## config.mk

```make
export PLATFORM = sky130hd
export DESIGN_NAME = if_id_buffer
export DESIGN_NICKNAME = d
export VERILOG_FILES = /design/src/rtl/if_id_buffer.sv
export SDC_FILE = /design/constraint.sdc
export NUM_CORES = 1
export LEC_CHECK = 0
export ABC_AREA = 1
export BUFFER_PORTS_ARGS = -buffer_cell sky130_fd_sc_hd__buf_2
export CAP_MARGIN = 20
export CELL_PAD_IN_SITES_DETAIL_PLACEMENT = 1
export CELL_PAD_IN_SITES_GLOBAL_PLACEMENT = 2
export CORE_MARGIN = 5
export CORE_UTILIZATION = 41
export CTS_BUF_LIST = sky130_fd_sc_hd__clkbuf_4
export DETAILED_ROUTE_END_ITERATION = 6
export PLACE_DENSITY = 0.93
export SLEW_MARGIN = 40
export SYNTH_ARGS = -nofsm -noshare
export SYNTH_HDL_FRONTEND = slang
export SYNTH_SLANG_ARGS = --single-unit
```

## constraint.sdc

```tcl
create_clock -name clk -period 5.5 [get_ports clk]
set_input_delay 1.1 -clock clk [delete_from_list [all_inputs] [get_ports clk]]
set_output_delay 1.1 -clock clk [all_outputs]
set_load 0.02 [all_outputs]
```

## src/rtl/if_id_buffer.sv

```systemverilog
`default_nettype none
// if_id_buffer: circular FIFO between fetch and decode with flush/freeze control.
// Define IF_ID_BYPASS_EN to present an incoming pair on the outputs the same cycle when empty.
module if_id_buffer #(
  parameter int N     = 32,
  parameter int DEPTH = 4
) (
  input  logic         clk,
  input  logic         rst,
  input  logic [N-1:0] pcIn,
  input  logic [N-1:0] instructionIn,
  input  logic         validIn,
  input  logic         flush,
  input  logic         freeze,
  output logic [N-1:0] pcOut,
  output logic [N-1:0] instructionOut,
  output logic         validOut,
  output logic         full
);

  localparam int AW = $clog2(DEPTH);
  localparam logic [AW:0] FULL_CNT = (AW+1)'(DEPTH);

  logic [N-1:0]  pc_mem_q  [DEPTH];
  logic [N-1:0]  ins_mem_q [DEPTH];
  logic [AW-1:0] rd_ptr_q, rd_ptr_d;
  logic [AW-1:0] wr_ptr_q, wr_ptr_d;
  logic [AW:0]   count_q, count_d;

  logic stored_valid;
  logic bypass_take;
  logic push;
  logic pop;

  assign stored_valid = (count_q != '0);
  assign full         = (count_q == FULL_CNT);

`ifdef IF_ID_BYPASS_EN
  logic bypass;
  assign bypass      = !stored_valid && validIn && !flush && rst;
  // A bypassed pair consumed this cycle never touches storage.
  assign bypass_take = bypass && !freeze;
`else
  assign bypass_take = 1'b0;
`endif

  assign push = validIn && !full && !flush && !bypass_take;
  assign pop  = stored_valid && !freeze && !flush;

  always_comb begin
    rd_ptr_d = rd_ptr_q;
    wr_ptr_d = wr_ptr_q;
    count_d  = count_q;
    if (flush) begin
      rd_ptr_d = '0;
      wr_ptr_d = '0;
      count_d  = '0;
    end else begin
      if (push) wr_ptr_d = wr_ptr_q + AW'(1);
      if (pop)  rd_ptr_d = rd_ptr_q + AW'(1);
      case ({push, pop})
        2'b10:   count_d = count_q + (AW+1)'(1);
        2'b01:   count_d = count_q - (AW+1)'(1);
        default: count_d = count_q;
      endcase
    end
  end

  always_ff @(posedge clk or negedge rst) begin
    if (!rst) begin
      rd_ptr_q <= '0;
      wr_ptr_q <= '0;
      count_q  <= '0;
    end else begin
      rd_ptr_q <= rd_ptr_d;
      wr_ptr_q <= wr_ptr_d;
      count_q  <= count_d;
    end
  end

  // Storage is never reset: outputs are masked whenever the head slot is invalid.
  always_ff @(posedge clk) begin
    if (push) begin
      pc_mem_q[wr_ptr_q]  <= pcIn;
      ins_mem_q[wr_ptr_q] <= instructionIn;
    end
  end

  always_comb begin
    validOut       = stored_valid;
    pcOut          = stored_valid ? pc_mem_q[rd_ptr_q]  : '0;
    instructionOut = stored_valid ? ins_mem_q[rd_ptr_q] : '0;
`ifdef IF_ID_BYPASS_EN
    if (bypass) begin
      validOut       = 1'b1;
      pcOut          = pcIn;
      instructionOut = instructionIn;
    end
`endif
  end

endmodule
`default_nettype wire

```

==> flow_summary.ini, run 1 <==
[run_status]
status = completed

[finish]
syn_to_final_growth_pct = 19.0
drive_above_1_share = 0.251
fin_nets = 1066
layout_common_cells = nor2_1 (259), edfxtp_1 (256), buf_2 (134)
final_common_cell = nor2_1
final_area_um2 = 12300

[clock_tree]
clkTransAtPathRegs_ns = 0.06
clockRootBuffer = clkbuf_4
cts_hold_buf = 0
cts_max_level = 3
cts_buffers = 68
cts_sinks = 263
clk_latency_ns = 0.65
post_cts_resized = 0
cts_buffer_depth = 3
cts_tree = done
cts_setup_buffers = 0

[timing]
setup_viol = 0
finalClockSkew_ns = 0.0278
grt_setup_unrepaired = no
tightest_slew_ns = 0.735
layout_min_cycle_time_ns = 4.38
finalCritPeriodShare = 0.796
fmax_ghz = 0.229
drv_slew = 0
fin_tns_setup_ns = 0
hold_violations = 0
relSlewSlack = 0.510

[place]
place_area_um2 = 11400
numPortBuffers = 134
post-dp-hpwl_um = 14800
gp_congestion = 0.710

[critical_path]
start_kind = flip-flop
critPathRequiredTime_ns = 4.40
crit_fanout = 66
worstPathArrival_ns = 3.28
critPathSlowestCell = buf_4
setup.worst_path.start = rd_ptr_q[0]$_DFFE_PN0P_
crit_chain = buf_4 > buf_4 > nor2_1 > nor2_1 > o21ai_0 > a21oi_1 > buf_2
slowest_delay_ns = 0.71
criticalPathCategory = reg -> out
r2r_start = count_q[0]$_DFFE_PN0P_
crit_path_end_kind = output port

[hold_path]
hp-class = in -> async

[drt]
viasPerCell = 5.05
drtIter0Drc = 335
wl_per_cell_um = 18.6
vias = 6897
drc = 0
ant_nets = 0
wl_um = 25400
drt_pass1_iterations = 4

[floorplan]
die_w_um = 169
core_um2 = 25000
pin_count = 135
start_util = 0.413
rows = 58
die_area_um2 = 28500
fp.dieH_um = 169

[synth]
synthArstFlopShare = 0.0266
yosysWarningCount = 0
avgSynthCellArea_um2 = 12.6
netlist-cell-type-count = 18
synth_area_um2 = 10300
synth-edff-count = 256
ys_seq_area_frac = 0.761
syn_nets = 894
synth-seq-cells = 263
synth_cells = 820
ys_dominant_reg_cell = edfxtp_1

[power_and_ir_drop]
vdd_ir_drop_max_uv = 238
power.density_nw_per_um2 = 482
p_leak_uw = 0.00454
fin_total_pwr_uw = 5930

[global_route]
grt_max_degree = 69
grt_pass1_wl_um = 40000
grt_pass1_vias = 7571
globalRouteTotalUtil = 0.179
grt_overflow_total = 0
antenna_found_initial = 6

[flow_run]
cap_violations = 0
-- state kept, by name (all words and copies together), names as in the netlist --
register,flops
count_q,3
ins_mem_q,128
pc_mem_q,128
rd_ptr_q,2
wr_ptr_q,2
-- cell families after synthesis --
family / after synthesis / share of synthesized area
DFF: 263 / 0.761
and+or+nand+nor: 286 / 0.104
adders and majority gates: 5 / 0.00678
xor gates and xnor gates: 1 / 0.000848
buffers and inverters: 65 / 0.0306
AOI/OAI and AO/OA: 200 / 0.0969
-- area by class of cell --
type                            count  area [um^2]
Clock inverter                     14          131
Multi-Input combinational cell    492         2190
Fill cell                        2672        12700
Sequential cell                   263         7870
Clock buffer                       96          721
Antenna cell                        3         7.51
Inverter                           17         67.6
Timing Repair Buffer              150          907
Tap cell                          330          413
-- layer usage --
metal / global-route usage / part of all wire / vias up
li1: - / - / 3273
met1: 0.205 / 0.40 / 3399
met5: 0 / 0.0013 / -
met4: 0.0575 / 0.016 / 6
met2: 0.319 / 0.52 / 173
met3: 0.0537 / 0.057 / 46
-- stage by stage --
| step | hold slack (ns) | utilization | setup slack, ns | cells |
|---|---|---|---|---|
| after floorplan | 0.503 | - | 0.928 | 820 |
| after global placement | 0.527 | 0.453 | 1.91 | 1247 |
| after detailed placement | 0.537 | 0.457 | 1.80 | 1252 |
| after CTS | 0.227 | 0.491 | 1.06 | 1362 |
| after global routing | 0.218 | 0.491 | 0.863 | 1365 |
| final | 0.284 | 0.491 | 1.12 | 1365 |
-- worst paths after layout --
| check | end | slack [ns] | depth (start not counted) |
|---|---|---|---|
| setup / recovery | instructionOut[27] | 1.12 | 7 |
| max in group asynchronous | rd_ptr_q[0]$_DFFE_PN0P_ | 5.03 | 1 |
| hold / removal | count_q[2]$_DFFE_PN0P_ | 0.28 | 1 |
| hold reg to reg | count_q[1]$_DFFE_PN0P_ | 0.55 | 2 |
| min in group clk | count_q[1]$_DFFE_PN0P_ | 0.55 | 2 |
| setup reg to reg | pc_mem_q[1][29]$_DFFE_PP_ | 3.13 | 8 |
-- critical path: cells and delay by family, from the launching register on --
kind / cells / cell delay (ns)
DFF: 1 / 0.42
buffers and inverters: 3 / 1.51
and+or+nand+nor: 2 / 0.26
AOI/OAI and AO/OA: 2 / 0.35
-- report_power, final --
group / leakage (uW) / internal (uW) / switching, uW
logic: 0.00162 / 515 / 1370
clock network: 0.000504 / 936 / 745
registers: 0.00241 / 2330 / 38.3
-- cells in the mapped netlist, types with 3 or more instances --
master / instances / share of area
nor2_1: 263 / 0.096
edfxtp_1: 256 / 0.74
o21ai_0: 129 / 0.062
a21oi_1: 68 / 0.033
nand2_1: 21 / 0.0076
clkbuf_1: 15 / 0.0054
inv_1: 15 / 0.0054
buf_4: 14 / 0.010
buf_2: 10 / 0.0048
buf_1: 8 / 0.0029
dfrtp_1: 7 / 0.017
ha_1: 4 / 0.0048
o21ai_1: 3 / 0.0015
Power figures use the tool's default switching activity.
==> inputs of run 2 (changes only) <==
==> constraint.sdc (replaced) <==
create_clock -name clk -period 4.3 [get_ports clk]
set_input_delay 0.86 -clock clk [delete_from_list [all_inputs] [get_ports clk]]
set_output_delay 0.86 -clock clk [all_outputs]
set_load 0.02 [all_outputs]
==> flow_summary.ini, run 2 (synthesis results as in run 1) <==
[hold_path]
hp-class = in -> reg

[global_route]
grt_overflow_total = 0
grt_pass1_vias = 7556
grt_pass1_wl_um = 40600
globalRouteTotalUtil = 0.181
grt_max_degree = 130
antenna_found_initial = 2

[finish]
fin_nets = 1069
nFillCells = 2704
layoutNonFillerInstCount = 1373
layout_common_cells = nor2_1 (259), edfxtp_1 (256), buf_2 (134)
reg.largest.list = ins_mem_q x128, pc_mem_q x128, count_q x3
syn_to_final_growth_pct = 18.5
drive_above_1_share = 0.251
final_common_cell = nor2_1

[drt]
drc = 0
ant_nets = 0
drtIter0Drc = 395
wl_um = 25600
viasPerCell = 5.01
drt_pass1_iterations = 4
wl_per_cell_um = 18.6
vias = 6878

[critical_path]
slowest_delay_ns = 0.47
criticalPathCategory = reg -> out
worstPathArrival_ns = 2.46
critPathSlowestCell = inv_2
crit_chain = nor2_1 > nand2_1 > inv_2 > buf_12 > a21oi_1 > buf_2
critPathRequiredTime_ns = 3.44
start_kind = flip-flop
crit_fanout = 40
crit_path_end_kind = output port

[power_and_ir_drop]
power.density_nw_per_um2 = 622
p_leak_uw = 0.00454
vdd_ir_drop_max_uv = 305

[clock_tree]
cts_sinks = 263
clockRootBuffer = clkbuf_4
clkTransAtPathRegs_ns = 0.08
cts_buffer_depth = 3
cts_tree = done
post_cts_resized = 0
clk_latency_ns = 0.65
cts_max_level = 3
cts_buffers = 71

[place]
gp_congestion = 0.749
dp.cells = 1251
post-dp-hpwl_um = 14400
numPortBuffers = 134

[timing]
fmax_ghz = 0.301
tightest_slew_ns = 0.742
fin_tns_setup_ns = 0
finalClockSkew_ns = 0.0445
layout_min_cycle_time_ns = 3.32
relSlewSlack = 0.505
whs_ns = 0.422
grt_setup_unrepaired = no
hold_violations = 0
setup_viol = 0
finalCritPeriodShare = 0.772
drv_slew = 0

[floorplan]
pin_count = 135
core_um2 = 25000
fp.dieH_um = 169
die_area_um2 = 28500
rows = 58
die_w_um = 169
start_util = 0.413

[flow_run]
cap_violations = 0

[run_status]
status = completed
run 2: changes by cell type in the layout (fill, tap and decap cells not counted), sizes merged:
cell         change
buf              -1
inv              +1
clkinv           +7
diode            -2
dlygate4sd3      +1
clkbuf           +3
bufinv           -1
run 2: layout make-up:
type / count / area (um^2) / area share
inverter: 17 / 67.6 / 0.00552
multi-input combinational: 492 / 2190 / 0.178
antenna: 1 / 2.50 / 0.000204
sequential: 263 / 7870 / 0.642
timing repair buffer: 150 / 835 / 0.0681
tap: 330 / 413 / 0.0337
clock buffer: 99 / 743 / 0.0607
clock inverter: 21 / 133 / 0.0108
run 2: power breakdown:
part           switching, uW  internal [uW]
logic                   1740            677
registers               49.9           2980
clock network            983           1180
total                   2780           4840
run 2: what timing repair did:
item,CTS,global route
hold buffers,1,0
setup endpoints to repair,0,0
endpoints found under the hold margin,6,0
setup buffers,0,0
run 2: stage by stage:
step	total power (uW)	worst slack [ns]	instance area (um^2)	utilization
6_report	7610	0.983	12200	0.489
3_5_place_dp	5550	1.59	11400	0.454
5_1_grt	8130	0.777	12200	0.489
3_3_place_gp	5500	1.54	11400	0.453
4_1_cts	7760	0.853	12200	0.489
2_1_floorplan	4670	-0.0318	10300	-
run 2: layer usage:
layer,vias to the layer above,share of wire,global-route usage
met1,3417,0.42,0.222
met4,2,0.015,0.0618
li1,3277,-,-
met5,-,0.00063,0
met3,38,0.043,0.0420
met2,144,0.52,0.316
run 2: critical path: cells and delay by family (launching register included):
kind / cells / cell delay (ns)
buf+inv: 3 / 0.96
flops: 1 / 0.41
simple gates: 2 / 0.34
compound gates: 1 / 0.09
run 2: final timing paths:
kind / cells past startpoint / slack, ns / to / start
max in group asynchronous: 2 / 3.49 / rd_ptr_q[0]$_DFFE_PN0P_ / rst
min reg2reg: 2 / 0.54 / count_q[1]$_DFFE_PN0P_ / count_q[1]$_DFFE_PN0P_
max reg2reg: 7 / 2.09 / ins_mem_q[1][11]$_DFFE_PP_ / count_q[0]$_DFFE_PN0P_
max: 6 / 0.98 / instructionOut[8] / count_q[1]$_DFFE_PN0P_
min in group asynchronous: 2 / 0.62 / count_q[1]$_DFFE_PN0P_ / rst
min: 1 / 0.42 / ins_mem_q[3][11]$_DFFE_PP_ / instructionIn[11]
==> inputs of run 3 (changes only) <==
--- a/config.mk
+++ b/config.mk
@@ -5,13 +5,13 @@
 export SDC_FILE = /design/constraint.sdc
 export NUM_CORES = 1
 export LEC_CHECK = 0
-export ABC_AREA = 1
+export ABC_AREA = 0
 export BUFFER_PORTS_ARGS = -buffer_cell sky130_fd_sc_hd__buf_2
 export CAP_MARGIN = 20
 export CELL_PAD_IN_SITES_DETAIL_PLACEMENT = 1
 export CELL_PAD_IN_SITES_GLOBAL_PLACEMENT = 2
 export CORE_MARGIN = 5
-export CORE_UTILIZATION = 41
+export CORE_UTILIZATION = 46
 export CTS_BUF_LIST = sky130_fd_sc_hd__clkbuf_4
 export DETAILED_ROUTE_END_ITERATION = 6
 export PLACE_DENSITY = 0.93
==> constraint.sdc (replaced) <==
create_clock -name clk -period 3.1 [get_ports clk]
set_input_delay 0.62 -clock clk [delete_from_list [all_inputs] [get_ports clk]]
set_output_delay 0.62 -clock clk [all_outputs]
set_load 0.02 [all_outputs]
==> flow_summary.ini, run 3 <==
[run_status]
status = completed

[floorplan]
pin_count = 135
die_w_um = 159
rows = 54
start_util = 0.468
core_um2 = 21800
die_area_um2 = 25300
fp.dieH_um = 159

[clock_tree]
cts_max_level = 3
cts_sinks = 263
cts_tree = done
cts_buffer_depth = 3
cts_buffers = 69
clockRootBuffer = clkbuf_4
clk_latency_ns = 0.64
clkTransAtPathRegs_ns = 0.06

[global_route]
grt_pass1_wl_um = 34500
grt_busiest_layer = met2
grt_overflow_total = 0
grt_max_degree = 67
use_met1 = 0.205
globalRouteTotalUtil = 0.174
met2_usage = 0.301
use_met3 = 0.0564
antenna_found_initial = 5
grt_pass1_vias = 6125

[synth]
synth_top_family_by_area = multiplexers
netlist-cell-type-count = 34
synthArstFlopShare = 0.0266
synth-seq-cells = 263
synth_common_cells = edfxtp_1 (256), and2_1 (68), mux4_2 (64), clkbuf_1 (10)
ys_dominant_reg_cell = edfxtp_1
synth-compound-area-share = 0.0111
ys_seq_area_frac = 0.770
synth_top_area_frac = 0.753
avgSynthCellArea_um2 = 21.6
synth_fa_ha_area_frac = 0.00686
synth_xor_area_frac = 0.000858
synth_area_um2 = 10200
muxShareOfSynthArea = 0.141
yosysWarningCount = 0
syn_nets = 546
yosys.area_share.simple = 0.0546
synthTopCellsByArea = edfxtp_1 (75%), mux4_2 (14%), and2_1 (4.2%), dfrtp_1 (1.7%), ha_1 (0.49%)
yosysMostFrequentCell = edfxtp_1
yosysTopAreaCell = edfxtp_1
synth-edff-count = 256
synth_cells = 472

[critical_path]
path_delay_family = multiplexers
crit_path_end_kind = output port
crit_fanout = 22
criticalPathCategory = reg -> out
worstPathArrival_ns = 2.26
critPathSlowestCell = mux4_2
crit_buf_inv = 2
start_kind = flip-flop
slowest_delay_ns = 0.54
critPathRequiredTime_ns = 2.48
crit_chain = buf_12 > mux4_2 > and2_1 > buf_2

[finish]
drive_above_1_share = 0.463
layout_common_cells = edfxtp_1 (256), buf_2 (134), clkbuf_4 (99)
final_common_cell = edfxtp_1
syn_to_final_growth_pct = 19.9
nFillCells = 2018
reg.largest.list = ins_mem_q x128, pc_mem_q x128, count_q x3
multi_input_area_um2 = 2210
seq_area_um2 = 7870
fin_nets = 746
final_util = 0.561

[drt]
wl_per_cell_um = 21.8
drt_pass1_iterations = 4
vias = 5322
ant_nets = 0
drc = 0
viasPerCell = 5.33
drtIter0Drc = 251
wl_um = 21800

[place]
numPortBuffers = 134
gp_congestion = 0.706
post-dp-hpwl_um = 13800

[power_and_ir_drop]
p_leak_uw = 0.00432
power.density_nw_per_um2 = 777
pwr-share-seq = 0.437
power.internal_uw = 6670
swShare = 0.298
pwr-share-comb = 0.253
power.share.clock = 0.310
vdd_ir_drop_max_uv = 450
p_switching_uw = 2830

[timing]
finalClockSkew_ns = 0.0266
fin_tns_setup_ns = 0
drv_slew = 0
fmax_ghz = 0.347
grt_setup_unrepaired = no
setup_viol = 0
layout_min_cycle_time_ns = 2.88
finalCritPeriodShare = 0.929
relSlewSlack = 0.547
hold_violations = 0
tightest_slew_ns = 0.679

[hold_path]
hp-class = in -> reg

[flow_run]
cap_violations = 0
[run 3: changes by cell type after synthesis, sizes merged, moves of 19 or more]
cell | previous run | this run
o21ai | 132 | 4
nand2 | 21 | 0
a21oi | 68 | 6
nor2 | 263 | 3
and2 | 0 | 68
buf | 33 | 14
mux4 | 0 | 64
[run 3: cell type report]
type	count	area share
Sequential cell	263	0.643
Tap cell	280	0.0286
Multi-Input combinational cell	177	0.180
Antenna cell	1	0.000204
Timing Repair Buffer	153	0.0744
Clock buffer	99	0.0607
Inverter	8	0.00286
Clock inverter	17	0.00981
[run 3: layer usage]
metal  share of wire  routed length (um)
met5          0.0022                  47
met4           0.018                 390
met3           0.065                1420
met2            0.52               11400
met1            0.39                8510
[run 3: stage by stage]
stage	total power, uW	instance area (um^2)	setup WS, ns	instances	hold WS, ns
final	9510	12200	0.220	998	0.193
after global routing	10100	12200	0.0650	998	0.119
after CTS	9690	12200	0.000635	997	0.116
after detailed placement	6670	11300	0.554	878	0.486
after global placement	6580	11300	0.470	878	0.480
after floorplan	5830	10200	0.690	472	0.324
[run 3: what timing repair did]
action,CTS,global route
hold buffers,1,0
setup endpoints to repair,42,64
gates cloned,0,0
hold endpoints to repair,7,0
setup buffers,2,0
resized for setup,1,1
[run 3: power groups by stage]
| stage | clock network [uW] | logic [uW] | registers, uW |
|---|---|---|---|
| finish | 2950 | 2400 | 4150 |
| global route | 3310 | 2590 | 4160 |
| CTS | 3070 | 2470 | 4150 |
| detailed placement | 0 | 2410 | 4260 |
| global placement | 0 | 2340 | 4240 |
| floorplan | 0 | 1650 | 4180 |
[run 3: logic make-up after synthesis]
kind of cell	count (synthesis)
DFF	263
and+or+nand+nor	89
muxes	64
buffers and inverters	32
AOI/OAI and AO/OA	18
adders and majority gates	5
xor gates and xnor gates	1
[run 3: final timing paths]
check | startpoint | to | slack, ns | cells past startpoint
max in group asynchronous | rst | rd_ptr_q[1]$_DFFE_PN0P_ | 2.51 | 2
min in group asynchronous | rst | count_q[0]$_DFFE_PN0P_ | 0.38 | 2
setup reg to reg | count_q[1]$_DFFE_PN0P_ | count_q[2]$_DFFE_PN0P_ | 0.71 | 6
setup / recovery | rd_ptr_q[0]$_DFFE_PN0P_ | instructionOut[20] | 0.22 | 4
hold / removal | instructionIn[3] | ins_mem_q[0][3]$_DFFE_PP_ | 0.19 | 1
hold reg to reg | wr_ptr_q[1]$_DFFE_PN0P_ | wr_ptr_q[1]$_DFFE_PN0P_ | 0.62 | 2
